$ cat src/rtl/exec_mc.sv
// Multi-cycle execute stage: registers one decoded instruction, runs the ALU or an
// iterative shift-add multiplier, and resolves branches, jumps and dmem addresses.
module exec_mc #(
  parameter int unsigned IALU_WORD_WIDTH    = 16,
  parameter int unsigned DMEM_ADDR_WIDTH    = 12,
  parameter int unsigned PC_WIDTH           = 12,
  parameter int unsigned REG_IDX_WIDTH      = 4,
  parameter int unsigned ALU_OP_WIDTH       = 4,
  parameter int unsigned MUL_BITS_PER_CYCLE = 1
) (
  input  logic                       clock,
  input  logic                       reset,
  input  logic [ALU_OP_WIDTH-1:0]    in_alu_op,
  input  logic                       in_flush,
  input  logic [IALU_WORD_WIDTH-1:0] in_src1,
  input  logic [IALU_WORD_WIDTH-1:0] in_src2,
  input  logic [IALU_WORD_WIDTH-1:0] in_src3,
  input  logic [PC_WIDTH-1:0]        in_pc,
  input  logic [REG_IDX_WIDTH-1:0]   in_res_reg_idx,
  input  logic                       in_act_write_res_to_reg,
  input  logic                       in_act_load_dmem,
  input  logic                       in_act_store_dmem,
  input  logic                       in_act_jump_to_ialu_res,
  input  logic                       in_act_branch_eq0,
  input  logic                       in_act_branch_gt0,
  input  logic                       in_act_branch_lt0,
  output logic                       out_stall,
  output logic                       out_valid,
  output logic [IALU_WORD_WIDTH-1:0] out_res,
  output logic [REG_IDX_WIDTH-1:0]   out_res_reg_idx,
  output logic [PC_WIDTH-1:0]        out_pc,
  output logic                       out_act_write_res_to_reg,
  output logic                       out_act_load_dmem,
  output logic                       out_act_store_dmem,
  output logic [DMEM_ADDR_WIDTH-1:0] out_dmem_rd_addr,
  output logic [DMEM_ADDR_WIDTH-1:0] out_dmem_wr_addr,
  output logic [IALU_WORD_WIDTH-1:0] out_dmem_wr_word,
  output logic                       out_set_pc,
  output logic                       out_flush,
  output logic [PC_WIDTH-1:0]        out_branch_pc
);

  localparam int unsigned W    = IALU_WORD_WIDTH;
  localparam int unsigned B    = MUL_BITS_PER_CYCLE;
  localparam int unsigned N    = W / B;
  localparam int unsigned CntW = (N > 1) ? $clog2(N) : 1;
  localparam int unsigned ShW  = $clog2(W);

  localparam logic [ALU_OP_WIDTH-1:0] OpAdd  = ALU_OP_WIDTH'(0);
  localparam logic [ALU_OP_WIDTH-1:0] OpSub  = ALU_OP_WIDTH'(1);
  localparam logic [ALU_OP_WIDTH-1:0] OpAnd  = ALU_OP_WIDTH'(2);
  localparam logic [ALU_OP_WIDTH-1:0] OpOr   = ALU_OP_WIDTH'(3);
  localparam logic [ALU_OP_WIDTH-1:0] OpXor  = ALU_OP_WIDTH'(4);
  localparam logic [ALU_OP_WIDTH-1:0] OpSll  = ALU_OP_WIDTH'(5);
  localparam logic [ALU_OP_WIDTH-1:0] OpSrl  = ALU_OP_WIDTH'(6);
  localparam logic [ALU_OP_WIDTH-1:0] OpSra  = ALU_OP_WIDTH'(7);
  localparam logic [ALU_OP_WIDTH-1:0] OpPass = ALU_OP_WIDTH'(8);
  localparam logic [ALU_OP_WIDTH-1:0] OpMul  = ALU_OP_WIDTH'(9);

  typedef enum logic [1:0] {StIdle, StBusy, StDone} state_e;

  // live is cleared for captured flushes, so every output gates on it
  typedef struct packed {
    logic                     live;
    logic [ALU_OP_WIDTH-1:0]  op;
    logic [W-1:0]             src1;
    logic [W-1:0]             src2;
    logic [W-1:0]             src3;
    logic [PC_WIDTH-1:0]      pc;
    logic [REG_IDX_WIDTH-1:0] idx;
    logic                     wr;
    logic                     ld;
    logic                     st;
    logic                     jmp;
    logic                     beq;
    logic                     bgt;
    logic                     blt;
  } stage_t;

  state_e         state_q;
  stage_t         stage_q;
  logic [W-1:0]   acc_q, mcand_q, mplier_q;
  logic [CntW-1:0] cnt_q;

  logic           busy, valid, cond, take_branch;
  logic [W-1:0]   pp, res;
  logic [ShW-1:0] shamt;

  assign busy  = (state_q == StBusy);
  assign valid = stage_q.live && !busy;

  // Partial product of the next MUL_BITS_PER_CYCLE multiplier bits
  always_comb begin
    pp = '0;
    for (int i = 0; i < B; i++) begin
      if (mplier_q[i]) pp = pp + (mcand_q << i);
    end
  end

  always_comb begin
    shamt = stage_q.src2[ShW-1:0];
    res   = '0;
    case (stage_q.op)
      OpAdd:   res = stage_q.src1 + stage_q.src2;
      OpSub:   res = stage_q.src1 - stage_q.src2;
      OpAnd:   res = stage_q.src1 & stage_q.src2;
      OpOr:    res = stage_q.src1 | stage_q.src2;
      OpXor:   res = stage_q.src1 ^ stage_q.src2;
      OpSll:   res = stage_q.src1 << shamt;
      OpSrl:   res = stage_q.src1 >> shamt;
      OpSra:   res = $unsigned($signed(stage_q.src1) >>> shamt);
      OpPass:  res = stage_q.src2;
      OpMul:   res = acc_q;
      default: res = '0;
    endcase
  end

  always_comb begin
    cond = (stage_q.beq && (res == '0)) ||
           (stage_q.bgt && !res[W-1] && (res != '0)) ||
           (stage_q.blt && res[W-1]);
    take_branch = valid && (stage_q.jmp || cond);
  end

  always_comb begin
    out_stall                = busy;
    out_valid                = valid;
    out_res                  = '0;
    out_res_reg_idx          = '0;
    out_pc                   = '0;
    out_act_write_res_to_reg = 1'b0;
    out_act_load_dmem        = 1'b0;
    out_act_store_dmem       = 1'b0;
    out_dmem_rd_addr         = '0;
    out_dmem_wr_addr         = '0;
    out_dmem_wr_word         = '0;
    out_set_pc               = take_branch;
    out_flush                = take_branch;
    out_branch_pc            = '0;
    if (valid) begin
      out_res                  = res;
      out_res_reg_idx          = stage_q.idx;
      out_pc                   = stage_q.pc;
      out_act_write_res_to_reg = stage_q.wr;
      out_act_load_dmem        = stage_q.ld;
      out_act_store_dmem       = stage_q.st;
      if (stage_q.ld) out_dmem_rd_addr = stage_q.src1[DMEM_ADDR_WIDTH-1:0];
      if (stage_q.st) begin
        out_dmem_wr_addr = res[DMEM_ADDR_WIDTH-1:0];
        out_dmem_wr_word = stage_q.src3;
      end
    end
    if (take_branch) begin
      out_branch_pc = stage_q.jmp ? res[PC_WIDTH-1:0] : stage_q.src3[PC_WIDTH-1:0];
    end
  end

  always_ff @(posedge clock) begin
    if (!reset) begin
      state_q  <= StIdle;
      stage_q  <= '0;
      acc_q    <= '0;
      mcand_q  <= '0;
      mplier_q <= '0;
      cnt_q    <= '0;
    end else if (busy) begin
      if (in_flush) begin
        state_q  <= StIdle;
        stage_q  <= '0;
        acc_q    <= '0;
        mcand_q  <= '0;
        mplier_q <= '0;
        cnt_q    <= '0;
      end else begin
        acc_q    <= acc_q + pp;
        mcand_q  <= mcand_q << B;
        mplier_q <= mplier_q >> B;
        if (cnt_q == '0) state_q <= StDone;
        else             cnt_q   <= cnt_q - CntW'(1);
      end
    end else begin
      stage_q <= '{live: !in_flush, op: in_alu_op, src1: in_src1, src2: in_src2,
                   src3: in_src3, pc: in_pc, idx: in_res_reg_idx,
                   wr: in_act_write_res_to_reg, ld: in_act_load_dmem,
                   st: in_act_store_dmem, jmp: in_act_jump_to_ialu_res,
                   beq: in_act_branch_eq0, bgt: in_act_branch_gt0,
                   blt: in_act_branch_lt0};
      if (!in_flush && (in_alu_op == OpMul)) begin
        state_q  <= StBusy;
        cnt_q    <= CntW'(N - 1);
        acc_q    <= '0;
        mcand_q  <= in_src1;
        mplier_q <= in_src2;
      end else begin
        state_q <= StIdle;
      end
    end
  end

endmodule

$ cat config.mk
export PLATFORM = sky130hd
export DESIGN_NAME = exec_mc
export DESIGN_NICKNAME = d
export VERILOG_FILES = /design/src/rtl/exec_mc.sv
export SDC_FILE = /design/constraint.sdc
export NUM_CORES = 1
export LEC_CHECK = 0
export ABC_CLOCK_PERIOD_IN_PS = 7250
export BUFFER_PORTS_ARGS = -buffer_cell sky130_fd_sc_hd__buf_4
export CORE_UTILIZATION = 50
export DETAILED_ROUTE_END_ITERATION = 8
export PLACE_DENSITY = 0.83
export SLEW_MARGIN = 10
export SYNTH_ARGS = -nofsm -noshare
export SYNTH_HDL_FRONTEND = slang
export SYNTH_SLANG_ARGS = --single-unit
$ cat constraint.sdc
create_clock -name clock -period 7.25 [get_ports clock]
set_clock_uncertainty 0.05 [all_clocks]
set_input_delay 2.175 -clock clock [delete_from_list [all_inputs] [get_ports clock]]
set_output_delay 2.175 -clock clock [all_outputs]
set_load 0.01 [all_outputs]
==> metrics.txt, run 1 <==
CP Cell Sequence buf_4 > mux4_2 > mux2i_1 > nor2_1 > a2111oi_0 > o221ai_1 > nor3_2 > and4_4 > a31oi_4 > a211oi_1 > buf_4; Num CTS Buffers 17; number of global-route vias before repair between 10000 and 15000; Critical Path AT 4.79 ns; Root Driver clkbuf_16; first-pass GRT wire length 58200 um; Layout area overhead 17.7%; 1st-iter DRT viols between 1000 and 1500; max_cap viols 0; CP Launch Type flip-flop; htree depth 4; Site Rows between 50 and 60; io pins 169; Worst-path clk slew ~0.060 ns; internal power 1460 uW; Worst-Skew Late Latency roughly 0.42 ns; ANT nets after route 0; final worst slack 0.238 ns; Leakage 0.00532 uW; YS warnings 0; setup_tns 0 ns; Initial DRT Pass Iterations 6; CORE AREA 21000 um2; RSZ-0062 raised after global routing false; fin crit period 7.01 ns; chip width ~150 um; CP Capture Type primary output; mean post-synth cell area 7.89 um2; Final Max Slew Viols 0; die area 21900 um2; syn_nets 1500; synthesized flop and latch total 130; post-placement worst setup slack 0.618 ns; Final period util a little over nine tenths; Reg power frac between 30% and 40%; NetSw 700 uW; GR Layer Usage met2 53.2%; PortBufs between 150 and 200; global routing usage on met3 6.96%; residual DRC count 0; minimum setup slack among reg-to-reg paths 3.77 ns; grt met1 use 44.9%; Fmax around 140 MHz; detailed-route via count 11200; critical path's largest stage delay between 0.9 and 1 ns; status finished, final reports clean; gr usage total 34.2%; combinational share of power 25.3%; Starting Density 51.0%; TritonCTS clock tree done; synthesized area 10700 um2; Post-synth EDFFs 0; Final setup viols 0; Antenna Diode Count 0; critical path required time 5.03 ns; Min-Delay Path Class flip-flop to flip-flop; Critical path buffers and inverters 2; Clock Sinks 130; routed vias/inst 6.44; Bufs on Longest Clock Path 2; switching fraction of total power between 30 and 40%; Final Hold Fails 0; Placer Congestion between 1 and 1.5; library cells used by synthesis 85; Max transition margin 27.3%; Post-Route WL 38300 um; slowest cell on the critical path a2111oi_0; gr ovfl total 0; Filler Cells Inserted about 1900; CP delay by family, top compound AO/OA/AOI/OAI gates; Post-Synthesis Cells between 1000 and 1500; largest net degree at the start of global routing 82; final net count 1603; busiest grt layer met2; Peak supply drop 165 uV; Pwr Density 172 nW/um2; initial antenna violation count 0; CP most frequent cell buf_4; DP HPWL 27600 um; sequential element share of the synthesized area 24.4%; drt wl/cell between 20 and 25 um; Synth Flop Type dfxtp_1; CP Max Fanout between 40 and 50; Setup CP Type flip-flop to primary output; share of post-route cells with drive strength above 1 20.0%; Clock power frac 38.0%; slew at the pin closest to its max-slew limit 1.06 ns; die height 148 um; Async S/R FF share, synth 0%
## through the flow
stage	cell area, um2	hold slack (ns)	utilization [%]	power, uW	cells
after floorplan	10700	0.393	-	1140	1354
after global routing	12600	0.429	60.0	2240	1745
after detailed placement	12000	0.406	57.2	1340	1713
after CTS	12500	0.413	59.9	2150	1745
final	12600	0.413	60.0	2160	1745
after global placement	12000	0.399	57.2	1330	1713
## state kept, by name, indices dropped and copies added (netlist names)
| name | cells |
|---|---|
| state_q | 2 |
| shamt | 4 |
| mplier_q | 16 |
| stage_q | 72 |
| acc_q | 16 |
| mcand_q | 16 |
| cnt_q | 4 |
## tightest hold or removal path, cell delays in order, from the launching register on
cell and delay, ns:
dfxtp_1 0.30, nand3_1 0.06, a21oi_1 0.06
## logic make-up after synthesis
group / count (synthesis) / synth area share [%]
AOI/OAI and AO/OA: 379 / 23.8
xor gates and xnor gates: 32 / 2.62
adders and majority gates: 68 / 8.11
buffers and inverters: 166 / 6.90
DFF: 130 / 24.4
muxes: 79 / 10.9
and+or+nand+nor: 500 / 23.3
## final timing paths
path                            cells after the start                to         from
worst min register to register                      2       stage_q[20]  stage_q[20]
worst max-delay path                               11  out_branch_pc[1]     shamt[1]
worst max register to register                     11         acc_q[15]  mplier_q[0]
worst min-delay path                                2       stage_q[20]  stage_q[20]
## cell usage in the layout (no fill, tap or decap), types with 12 or more instances in the layout
cell type / instances
clkbuf_16: 17
and3_1: 37
nand2_1: 119
nor3_1: 54
xnor2_1: 21
buf_4: 198
mux2i_1: 44
and2_1: 37
nor2b_1: 12
a21oi_1: 144
ha_1: 66
inv_1: 47
o21ai_0: 46
a22oi_1: 24
dfxtp_1: 128
nor2_1: 120
nand3_1: 53
o211ai_1: 14
mux4_2: 20
a21o_1: 15
a211oi_1: 36
## per-layer routing
metal,up-vias,wire length (um)
li1,5174,-
met1,5307,15600
met2,631,17300
met3,125,3410
met4,0,1950
met5,-,0
## power groups by stage
stage	clock network (uW)	logic (uW)	registers, uW
3_3_place_gp	0	527	804
2_1_floorplan	0	363	780
3_5_place_dp	0	531	805
6_report	822	547	792
5_1_grt	860	587	794
4_1_cts	829	533	789
## layout make-up
class	count	area, um2	area share (%)
Clock buffer	21	460	3.66
Inverter	52	196	1.56
Sequential cell	130	2610	20.7
Timing Repair Buffer	198	1490	11.8
Tap cell	275	344	2.74
Clock inverter	11	104	0.826
Multi-Input combinational cell	1058	7380	58.7
## cell usage after synthesis (all sizes together), types with 7 or more instances
master	number	area share, %
and3	37	2.2
nor4	11	0.76
inv	51	1.8
and2	37	2.2
nand2b	8	0.47
a31oi	8	0.61
mux2i	45	4.3
ha	66	7.7
xor2	11	0.90
a21oi	144	6.7
buf	42	2.5
clkbuf	72	2.5
o21ai	46	2.2
nor2	120	4.2
a2111oi	8	0.77
a211oi	47	3.8
dfxtp	130	24
nand2	119	4.2
a21o	15	1.1
mux2	7	0.74
a22oi	24	1.7
nor2b	12	0.70
nand3	53	2.5
xnor2	21	1.7
mux4	27	5.9
o211ai	14	0.98
o21a	8	0.56
nand4	8	0.47
nor3b	8	0.66
nor3	56	2.7
## repair_timing
item                                    4_1_cts  5_1_grt
gates resized for setup                       0        4
endpoints found under the setup margin        0       14
hold buffers                                  0        0
setup buffers                                 0        0
Power figures use the tool's default switching activity.
==> inputs of run 2 (changes only) <==
Settings changed: ABC_AREA from default to 1.
==> run 2 against run 1 <==
Sequential share of layout area is 0.30 points higher. Utilization up 0.61 points. Die area shrank 1.4%. Non-clock buffer count down 17. Largest power group unchanged. Highest routed layer unchanged.
==> metrics.txt, run 2 <==
status finished, final reports clean; mean post-synth cell area 5.93 um2 (-25%); top post-synthesis cells by area dfxtp_1 25%, nand2_1 20%, nand3_1 8.5%; Post-Route WL 37300 um (-2.4%); Pwr Density 173 nW/um2 (+0.78%); first-pass GRT wire length 59200 um (+1.8%); Final period util 92.4% (-4.3 points); largest net degree at the start of global routing 82 (unchanged); Bufs on Longest Clock Path 2 (unchanged); Finished Layout Cells 2175 (+25%); Filler Cells Inserted 2038 (+6.8%); CP Capture Type primary output; slew at the pin closest to its max-slew limit 0.970 ns (-0.0928 ns); Worst-path clk slew 0.06 ns (about the same); DP Cell Count 2143 (+25%); Min-Delay Path Class flip-flop to flip-flop; Synth top area share 24.7% (+0.34 points); Fmax 149 MHz (+4.6%); Initial DRT Pass Iterations 5 (-1); sequential element share of the synthesized area 24.7% (+0.34 points); synthesized area 10500 um2 (-1.4%); residual DRC count 0 (unchanged); fin crit period 6.70 ns (-0.311 ns); Post-synth EDFFs 0 (unchanged); Post-CTS Repair Setup Buffers 0 (unchanged); Placer Congestion 1.01 (+1.3%); Leakage 0.00637 uW (+20%); commonest non-fill, non-tap cells in the layout 572 x nand2_1, 189 x inv_1, 181 x buf_4; io pins 169 (unchanged); htree depth 4 (unchanged); YS warnings 0 (unchanged); CP Max Fanout 23 (-50%); synthesized flop and latch total 130 (unchanged); gr ovfl total 0 (unchanged); Antenna Diode Count 0 (unchanged); Layout area overhead 17.6%; Final Hold Fails 0 (unchanged); library cells used by synthesis 41 (-52%); most flop-heavy register stage_q; post-synth top area cell dfxtp_1; 1st-iter DRT viols 1091 (-9.7%); CP Launch Type flip-flop; Post-Synthesis Cells 1777 (+31%); PortBufs 168 (unchanged); DP HPWL 28200 um (+2.2%); Worst-Skew Late Latency 0.43 ns (about the same); Starting Density 51.5% (+0.59 points); Site Rows 52 (-1.9%); initial antenna violation count 0 (unchanged); most frequent cell after synthesis nand2_1; Peak supply drop 133 uV (-19%); routed vias/inst 5.59 (-13%); syn_nets 1923 (+28%); max_cap viols 0 (unchanged); TritonCTS clock tree done; die area 21600 um2 (-1.4%); Synth top cells by count 572 x nand2_1, 189 x inv_1, 179 x nand3_1, 165 x nor2_1, 133 x a21oi_1; die height 147 um (-0.68%); gr usage total 34.5% (+0.29 points); Num CTS Buffers 17 (unchanged); detailed-route via count 12200 (+8.1%); setup_tns 0 ns (unchanged); CORE AREA 20400 um2 (-2.5%); Clock Sinks 130 (unchanged); Final Max Slew Viols 0 (unchanged); final net count 2038 (+27%); RSZ-0062 raised after global routing false; drt wl/cell 17.2 um (-22%); Synth Flop Type dfxtp_1; Max transition margin 35.2% (+7.9 points); share of post-route cells with drive strength above 1 14.8% (-5.2 points); Final setup viols 0 (unchanged); Root Driver clkbuf_16; Setup CP Type flip-flop to primary output; critical path required time 5.03 ns (about the same); number of global-route vias before repair 11300 (+11%); commonest non-fill, non-tap cell in the layout nand2_1; chip width 147 um (-0.68%); ANT nets after route 0 (unchanged); max reg flops 72 (unchanged); Async S/R FF share, synth 0% (unchanged); Critical Path AT 4.48 ns (-0.31 ns)
[run 2: cell families (layout without fill, tap and decap cells)]
logic type / count (synthesis) / after routing / share of synthesized area (%)
AOI/OAI and AO/OA: 263 / 263 / 13.2
xor gates and xnor gates: 18 / 18 / 1.50
adders and majority gates: 68 / 68 / 8.22
buffers and inverters: 293 / 421 / 11.4
DFF: 130 / 130 / 24.7
and+or+nand+nor: 1005 / 1005 / 41.0
[run 2: final timing paths]
check | slack [ns] | cells past startpoint | startpoint | to
setup / recovery | 0.55 | 26 | shamt[0] | out_branch_pc[0]
hold / removal | 0.41 | 2 | stage_q[8] | stage_q[8]
setup reg to reg | 4.06 | 17 | mplier_q[0] | acc_q[12]
hold reg to reg | 0.41 | 2 | stage_q[8] | stage_q[8]
[run 2: metal layers]
metal | GRT usage, % | up-vias | part of all wire [%] | wire, um
met5 | 0 | - | 0 | 0
met4 | 14.3 | 0 | 3.5 | 1310
met3 | 5.81 | 90 | 9.5 | 3560
met2 | 55.6 | 534 | 46 | 17100
met1 | 45.6 | 5621 | 41 | 15400
li1 | - | 5907 | - | -
[run 2: layout make-up]
cell class | instances | area, um2 | share of cell area (%)
clock buffers | 17 | 425 | 3.44
clock inverters | 15 | 138 | 1.11
inverters | 208 | 782 | 6.32
multi-input cells | 1354 | 6740 | 54.4
flip-flops and latches | 130 | 2600 | 21.0
well taps | 270 | 338 | 2.73
repair buffers | 181 | 1360 | 11.0
[run 2: timing repair]
item                       4_1_cts  5_1_grt
hold buffers                     0        0
resized for setup                0        1
setup endpoints to repair        0        2
[run 2: where the power goes]
group,switching (uW),internal (uW),leakage (uW)
Sequential,45.6,745,0.00107
Combinational,340,179,0.00503
Clock,381,454,0.000275
Total,766,1380,0.00637
[run 2: stage by stage]
step | hold slack, ns | setup slack, ns | total power, uW | util (%) | area [um2]
6_report | 0.414 | 0.549 | 2140 | 60.6 | 12400
3_5_place_dp | 0.405 | 0.979 | 1310 | 57.8 | 11800
4_1_cts | 0.416 | 0.524 | 2140 | 60.6 | 12400
3_3_place_gp | 0.399 | 1.07 | 1310 | 57.8 | 11800
5_1_grt | 0.426 | 0.0652 | 2240 | 60.6 | 12400
2_1_floorplan | 0.391 | 1.45 | 1130 | - | 10500
[run 2: critical path, stage by stage, from the launching register on]
cell     delay (ns)
dfxtp_1        0.32
buf_4          0.23
nor2_1         0.30
nand2_1        0.24
nor2_1         0.24
nor2_1         0.09
a21oi_1        0.23
nand2_1        0.11
xor2_1         0.16
ha_1           0.39
nand2_1        0.10
nor2_1         0.14
and2_1         0.14
nand2_1        0.07
nand2_1        0.07
nand2_1        0.04
nand3_1        0.10
inv_1          0.05
nor2_1         0.11
nand3_1        0.08
nor2_1         0.09
nand3_1        0.07
nand2_1        0.07
nand3_2        0.10
nand2_4        0.27
nor2_1         0.08
buf_4          0.15
==> inputs of run 3 (changes only) <==
Settings changed: CORE_UTILIZATION 50 to 58, PLACE_DENSITY 0.83 to 0.93, RECOVER_POWER from default to 50.
==> run 3 against run 2 <==
Register-to-register slack lost 1.8 ns. Global-route usage grew 6.4 points. Combinational power rose by 1%. Largest cell class unchanged. Design area fell by 0.60%. Sequential cell count stayed put. The run now ends with capacitance limit, slew limit left.
==> metrics.txt, run 3 (same netlist as run 2, synthesis figures left out) <==
switching fraction of total power 35.9% (+0.13 points); slowest cell on the critical path dfxtp_1; largest net degree at the start of global routing 83 (+1.2%); commonest non-fill, non-tap cells in the layout 572 x nand2_1, 190 x inv_1, 179 x nand3_1; TritonCTS clock tree done; residual DRC count 0 (unchanged); commonest non-fill, non-tap cell in the layout nand2_1; Initial DRT Pass Iterations 8 (+3); drt wl/cell 17.8 um (+3.6%); DP HPWL 28100 um (-0.55%); CP Launch Type flip-flop; initial antenna violation count 0 (unchanged); htree depth 4 (unchanged); PortBufs 168 (unchanged); Placer Congestion 1.03 (+1.1%); die area 18700 um2 (-14%); Final period util 93.5% (+1.1 points); slew at the pin closest to its max-slew limit 3.03 ns (+2.06 ns); gr usage total 41.0% (+6.4 points); share of post-route cells with drive strength above 1 14.4% (-0.31 points); Filler Cells Inserted 1475 (-28%); Final Max Slew Viols 129 (+129); CP Capture Type primary output; Post-CTS Repair Setup Buffers 0 (unchanged); Site Rows 48 (-7.7%); setup_tns 0 ns (unchanged); final worst slack 0.473 ns (-0.0765 ns); combinational share of power 24.4% (+0.2 points); CORE AREA 17500 um2 (-14%); Worst-path clk slew 0.07 ns (about the same); detailed-route via count 12400 (+2.4%); Reg power frac 36.8% (about the same); ANT nets after route 0 (unchanged); most flop-heavy register stage_q; Leakage 0.00636 uW (-0.23%); NetSw 771 uW (+0.63%); Register Area 2600 um2 (unchanged); Root Driver clkbuf_16; Min-Delay Path Class flip-flop to flip-flop; number of global-route vias before repair 11400 (+1.5%); CP most frequent cell nand3_1; final net count 2038 (unchanged); RSZ-0062 raised after global routing false; Bufs on Longest Clock Path 2 (unchanged); PnR Total Power 2150 uW (+0.28%); die height 137 um (-7.1%); failing checks capacitance limit, slew limit; max_cap viols 2 (+2); chip width 137 um (-7.1%); Antenna Diode Count 0 (unchanged); Peak supply drop 158 uV (+19%); Final setup viols 0 (unchanged); status complete, but fails checks; critical path's largest stage delay 0.32 ns (-0.07 ns); Hold Slack 0.412 ns (-0.00200 ns); Clock power frac 38.9% (about the same); Fmax 148 MHz (-1.1%); Final Hold Fails 0 (unchanged); fin crit period 6.78 ns (+0.0765 ns); first-pass GRT wire length 59200 um (about the same); CP Max Fanout 18 (-22%); Setup CP Type flip-flop to primary output; Final Cell Area 12300 um2 (-0.60%); io pins 169 (unchanged); routed vias/inst 5.84 (+4.5%); Num CTS Buffers 17 (unchanged); Pwr Density 175 nW/um2 (+0.88%); multi-input logic area 6740 um2 (unchanged); internal power 1380 uW (about the same); Clock Sinks 130 (unchanged); Max transition margin -102% (-140 points); Post-Route WL 37900 um (+1.5%); max reg flops 72 (unchanged); Critical Path AT 4.55 ns (+0.07 ns); Area after DPL 11800 um2 (-0.48%); gr ovfl total 0 (unchanged); critical path required time 5.03 ns (about the same); Starting Density 60.1% (+8.5 points); post-placement worst setup slack 0.846 ns (-0.134 ns); Worst-Skew Late Latency 0.43 ns (about the same); 1st-iter DRT viols 1580 (+45%); Layout area overhead 16.9%
-- run 3: cell types whose count changed in the layout (fill, tap and decap cells not counted), sizes merged --
cell      delta
buf          -5
clkbuf       +5
clkinv       +2
clkinvlp     -1
inv          -1
-- run 3: critical path: cells and delay by family (launching register included) --
family                   cells  cell delay (ns)
XOR/XNOR                     1             0.19
buffers and inverters        5             0.63
AO/OA/AOI/OAI                3             0.61
AND/OR/NAND/NOR             16             1.86
adder cells (fa/ha/maj)      2             0.52
flip-flops                   1             0.32
-- run 3: power groups by stage --
stage,clock [uW],sequential [uW],combinational [uW]
after floorplan,0,780,352
after global placement,0,801,502
after detailed placement,0,802,509
after CTS,834,787,513
after global routing,864,792,578
final,835,790,524
-- run 3: final timing paths --
path	from	to	slack, ns	cells after the start
hold reg to reg	stage_q[26]	stage_q[26]	0.41	2
setup / recovery	shamt[0]	out_branch_pc[1]	0.47	27
hold / removal	stage_q[26]	stage_q[26]	0.41	2
setup reg to reg	state_q[0]	cnt_q[0]	2.26	10
-- run 3: repair_timing --
action | in CTS | in global routing
hold buffers | 0 | 0
hold endpoints to repair | 0 | 0
gates resized for setup | 0 | 1
setup endpoints to repair | 0 | 10
-- run 3: through the flow --
step / utilization [%] / cells
CTS: 70.3 / 2130
global route: 70.2 / 2130
finish: 70.2 / 2130
global placement: 67.1 / 2098
detailed placement: 67.1 / 2098
floorplan: - / 1777
-- run 3: final cells by class --
type / instances / area share [%]
Timing Repair Buffer: 181 / 10.9
Tap cell: 225 / 2.29
Inverter: 208 / 6.35
Clock inverter: 15 / 1.13
Multi-Input combinational cell: 1354 / 54.7
Clock buffer: 17 / 3.46
Sequential cell: 130 / 21.1
-- run 3: metal layers --
layer  track usage (%)  routed length (um)  vias up
met5                 0                   0        -
met2              66.8               17700      736
met4              18.6                1640        0
met1              51.6               14600     5651
met3              8.67                3860      143
li1                  -                   -     5910
